## src/rtl/fifo_rd_sched.sv

```systemverilog
// Read side of an async FIFO with a round-robin burst scheduler: requesters
// take turns draining up to BURST words each, one registered word per pop.
module fifo_rd_sched #(
   parameter int ADDRSIZE = 6,
   parameter int DSIZE    = 8,
   parameter int NREQ     = 4,
   parameter int BURST    = 4
) (
   input  logic                       rclk,
   input  logic                       rrst_n,
   input  logic [ADDRSIZE:0]          rq2_wptr,
   input  logic [DSIZE-1:0]           rdata,
   input  logic [NREQ-1:0]            req,
   input  logic                       out_ready,
   output logic [ADDRSIZE-1:0]        raddr,
   output logic [ADDRSIZE:0]          rptr,
   output logic                       rempty,
   output logic [ADDRSIZE:0]          rlevel,
   output logic                       out_valid,
   output logic [DSIZE-1:0]           out_data,
   output logic [$clog2(NREQ)-1:0]    out_id
);

   localparam int IDW = $clog2(NREQ);
   localparam int CW  = $clog2(BURST + 1);

   typedef enum logic {IDLE, SERVE} state_t;

   state_t              r_state;
   logic [IDW-1:0]      r_owner;
   logic [IDW-1:0]      r_last;
   logic [CW-1:0]       r_cnt;
   logic [ADDRSIZE:0]   r_rbin;
   logic [ADDRSIZE:0]   r_rptr;
   logic                r_rempty;
   logic                r_outValid;
   logic [DSIZE-1:0]    r_outData;
   logic [IDW-1:0]      r_outId;

   logic                w_pop;
   logic [ADDRSIZE:0]   w_rbinNext;
   logic [ADDRSIZE:0]   w_rgrayNext;
   logic [ADDRSIZE:0]   w_wbin;
   logic [CW-1:0]       w_cntNext;
   logic [IDW-1:0]      w_grantId;
   logic                w_found;

   assign w_pop       = (r_state == SERVE) & req[r_owner] & ~r_rempty &
                        (~r_outValid | out_ready);
   assign w_rbinNext  = r_rbin + {{ADDRSIZE{1'b0}}, w_pop};
   assign w_rgrayNext = (w_rbinNext >> 1) ^ w_rbinNext;
   assign w_cntNext   = r_cnt + CW'(1);

   // Gray-to-binary of the synchronized write pointer: each bit is the XOR of itself and all higher bits
   always_comb begin
      w_wbin = '0;
      for (int i = 0; i <= ADDRSIZE; i++) begin
         w_wbin[i] = ^(rq2_wptr >> i);
      end
   end

   // Round-robin search starting just after the previous owner
   always_comb begin
      w_grantId = '0;
      w_found   = 1'b0;
      for (int i = 1; i <= NREQ; i++) begin
         if (!w_found && req[(int'(r_last) + i) % NREQ]) begin
            w_found   = 1'b1;
            w_grantId = IDW'((int'(r_last) + i) % NREQ);
         end
      end
   end

   always_ff @(posedge rclk) begin
      if (!rrst_n) begin
         r_state    <= IDLE;
         r_owner    <= '0;
         r_last     <= IDW'(NREQ - 1);
         r_cnt      <= '0;
         r_rbin     <= '0;
         r_rptr     <= '0;
         r_rempty   <= 1'b1;
         r_outValid <= 1'b0;
         r_outData  <= '0;
         r_outId    <= '0;
      end else begin
         r_rbin   <= w_rbinNext;
         r_rptr   <= w_rgrayNext;
         r_rempty <= (w_rgrayNext == rq2_wptr);

         if (w_pop) begin
            r_outValid <= 1'b1;
            r_outData  <= rdata;
            r_outId    <= r_owner;
         end else if (out_ready) begin
            r_outValid <= 1'b0;
         end

         case (r_state)
            IDLE: begin
               if (w_found && !r_rempty) begin
                  r_state <= SERVE;
                  r_owner <= w_grantId;
                  r_cnt   <= '0;
               end
            end
            SERVE: begin
               if (w_pop) begin
                  r_cnt <= w_cntNext;
                  if (w_cntNext == CW'(BURST)) begin
                     r_state <= IDLE;
                     r_last  <= r_owner;
                  end
               end else if (!req[r_owner] || r_rempty) begin
                  r_state <= IDLE;
                  r_last  <= r_owner;
               end
            end
            default: r_state <= IDLE;
         endcase
      end
   end

   assign raddr     = r_rbin[ADDRSIZE-1:0];
   assign rptr      = r_rptr;
   assign rempty    = r_rempty;
   assign rlevel    = w_wbin - r_rbin;
   assign out_valid = r_outValid;
   assign out_data  = r_outData;
   assign out_id    = r_outId;

endmodule

```

## config.mk

```make
export PLATFORM = sky130hd
export DESIGN_NAME = fifo_rd_sched
export DESIGN_NICKNAME = d
export VERILOG_FILES = /design/src/rtl/fifo_rd_sched.sv
export SDC_FILE = /design/constraint.sdc
export NUM_CORES = 1
export LEC_CHECK = 0
export CAP_MARGIN = 20
export CELL_PAD_IN_SITES_DETAIL_PLACEMENT = 1
export CELL_PAD_IN_SITES_GLOBAL_PLACEMENT = 1
export CORE_UTILIZATION = 31
export CTS_CLUSTER_DIAMETER = 80
export CTS_CLUSTER_SIZE = 8
export DETAILED_ROUTE_END_ITERATION = 10
export HOLD_SLACK_MARGIN = 0.06
export PLACE_DENSITY_LB_ADDON = 0.1
export SLEW_MARGIN = 20
export SYNTH_ARGS = -nofsm -noshare
export SYNTH_HDL_FRONTEND = slang
export SYNTH_SLANG_ARGS = --single-unit
```

## constraint.sdc

```tcl
create_clock -name rclk -period 3.7 [get_ports rclk]
set_clock_uncertainty 0.2 [all_clocks]
set_input_delay 0.555 -clock rclk [delete_from_list [all_inputs] [get_ports rclk]]
set_output_delay 0.555 -clock rclk [all_outputs]
set_load 0.01 [all_outputs]
```

==> results of run 1 <==
flip-flops by register name (all words and copies together), names as in the netlist:
register / cells
r_cnt: 3
r_last: 2
r_state: 1
out_data: 8
r_owner: 2
r_rbin: 7
rempty: 1
rptr: 6
out_id: 2
out_valid: 1
worst paths after layout:
check / start / to / slack, ns
max reg2reg: r_owner[0] / rempty / 0.83
max: rq2_wptr[6] / rlevel[6] / -0.19
min: out_data[2] / out_data[2] / 0.27
min reg2reg: out_data[2] / out_data[2] / 0.27
layout by cell type (no fill, tap or decap), types with 6 or more instances in the layout:
master | synthesis | routed
a21boi_0 | 12 | 12
and2_1 | 13 | 13
buf_4 | 0 | 29
clkbuf_8 | 0 | 6
clkdlybuf4s50_1 | 0 | 43
dfxtp_1 | 33 | 33
ha_1 | 10 | 8
inv_1 | 13 | 12
nand2_1 | 30 | 30
nand3_1 | 10 | 10
nor2b_1 | 6 | 6
xnor2_1 | 15 | 14
xor2_1 | 13 | 13
tightest hold or removal path, stage by stage, from the launching register on:
cell      delay (ns)
dfxtp_1         0.31
nand2_1         0.05
a21boi_0        0.06
report_power, final:
| part | switching [mW] | total, mW | internal (mW) |
|---|---|---|---|
| combinational | 0.120 | 0.289 | 0.168 |
| sequential | 0.00843 | 0.372 | 0.364 |
| clock | 0.128 | 0.347 | 0.219 |
| total | 0.257 | 1.01 | 0.751 |
cell type report:
class,instances,area (sq um)
sequential,33,661
multi-input combinational,151,1120
fill,681,2800
tap,72,90.1
inverter,13,48.8
clock inverter,1,30.0
timing repair buffer,82,739
clock buffer,7,86.3
metal layers:
metal | global-route usage [%] | share of wire (%)
met5 | 0 | 0
met3 | 5.35 | 5.9
met2 | 25.8 | 46
met1 | 19.3 | 47
met4 | 5.00 | 1.3
metrics by stage:
step	TNS, ns	std cells	worst slack [ns]	instance area (sq um)	total power, mW
floorplan	0	204	0.00886	1830	0.521
global placement	-4.35	345	-0.987	2590	0.663
detailed placement	-4.72	345	-1.06	2590	0.667
CTS	-0.401	358	-0.269	2750	1.02
global route	-0.573	359	-0.316	2770	1.06
finish	-0.243	359	-0.193	2770	1.01
repair_timing:
item | 4_1_cts | 5_1_grt
pin swaps | 15 | 18
gates resized for setup | 35 | 3
endpoints found under the setup margin | 7 | 5
buffers inserted | 5 | 3
cloned | 0 | 0
cell families (layout without fill, tap and decap cells):
family,count (synthesis),count (layout),synth area share (%)
muxes,2,2,1.80
and+or+nand+nor,74,74,20.2
DFF,33,33,36.5
adders and majority gates,11,11,8.01
AOI/OAI and AO/OA,32,32,12.2
buffers and inverters,20,103,4.28
xor gates and xnor gates,32,32,17.1
==> results by group, run 1 <==
Logic synthesis
  • EDFF count, synth: 0
  • Top post-synthesis cells by area: dfxtp_1, xnor2_1, ha_1
  • Synth top area share: 36.5%
  • Cell taking the most area after synthesis: dfxtp_1
  • Top-count cell post-synth: dfxtp_1
  • Ys flop type: dfxtp_1
  • Syn_area_per_cell: 8.88 sq um
  • Most instantiated cells after synthesis: dfxtp_1, nand2_1, xnor2_1
  • Register bit total from synthesis: 33
  • Gate Count Post-Synth: 204
  • Register area share after synthesis: 36.5%
  • Syn_nets: 237
  • Post-Syn Area: 1810 sq um
  • Synth warn: 0
  • Post-synth cell types: 34
  • Ys async rst share: 0%

Timing
  • Fmax: 257 MHz
  • Min cycle time layout: 3.89 ns
  • Slew @ Worst Pin: 0.901 ns
  • Setup violations, final: 2
  • Hold slack final: 0.269 ns
  • Hold Vio Cnt, Final: 0
  • Pins over their slew limit: 0
  • Worst setup margin: -0.193 ns
  • Final Cycle Share: 105%
  • Slew headroom: 39.7%
  • RSZ-0062 raised after global routing: yes

Floorplan
  • Rows: 27
  • Vert. Die Dim: 78.5 um
  • Initial Util: 32.5%
  • Die footprint: 6150 sq um
  • Core Box Area: 5570 sq um
  • Die Span X: 78.5 um
  • # IOs: 54

Setup path
  • CP Class: primary input to output port
  • Critical Path Stages: 16
  • Max incr delay on CP: 0.33 ns
  • Crit path cell chain: buf_8, xor2_4, xor2_2, xnor2_2, xnor2_2, xor2_2, xnor2_1, ha_2, inv_2, fa_2, a21o_1, a21oi_2, o21bai_1, a21oi_1, xnor2_1, buf_2
  • Slowest CP cell: fa_2
  • FF-to-FF path depth: 10
  • Crit path required time: 2.94 ns
  • CP delay by family, top: XOR/XNOR gates
  • Worst setup EP type: output port
  • Startpoint Class: primary input
  • Arrival @ worst endpoint: 3.14 ns
  • Max FO, Critical Path: 2
  • Worst Path Buf+Inv: 3

Cells and area
  • Fraction of final layout cells sized beyond drive strength 1: 18.5%
  • Final core occ: 49.7%
  • Ant. Diodes: 0
  • Area Overhead vs Synth: 53.0%
  • Number of nets in the layout: 319

CTS
  • Clk root buf: clkbuf_8
  • Clk_lat worst skew: 0.28 ns
  • TritonCTS Buffers: 5
  • H-tree depth: 2
  • CTS tree: built
  • Clock Sinks: 33
  • Cts hold-fix bufs: 0
  • Clock Tree Buf Depth: 2
  • Clock Pin Slew Worst Setup and Hold Paths: 0.07 ns

Global route
  • All-Layer GR Usage: 15.8%
  • Largest net degree at the start of global routing: 34
  • First-pass GRT wire length: 7.57 mm
  • Vias in the first global route: 1,709
  • Initial antenna violation count: 0
  • Remaining Overflow, GRT: 0

Run
  • Max Cap Viol: 0

Placed design
  • Port Buffers: 53
  • Final GP Congestion: 0.748
  • DP HPWL: 3.37 mm

Hold path
  • Worst Hold Class: flip-flop to flip-flop
  • Min-Delay Path Depth: 2

Detailed routing
  • Routed Antenna Nets: 0
  • Total wire length: 4.47 mm
  • First-pass DRT Iterations: 4
  • DRC viols: 0
  • Wire length per cell: 12.5 um
  • DRT iter0 DRCs: 18
  • Average via count per standard cell: 4.55
  • Vias: 1,633

Power and ir drop
  • P per Cell Area: 364 nW/um^2
  • VDD IR max: 0.207 mV
  • Static Leak: 1.10 nW

Outcome
  • Status: finished, violations left
  • Violated checks: negative setup slack
Power figures use the tool's default switching activity.
==> inputs of run 2 (changes only) <==
- CAP_MARGIN: 20 -> 10
==> results of run 2 <==
No change in the layout: final DEF, timing and power equal those of run 1.
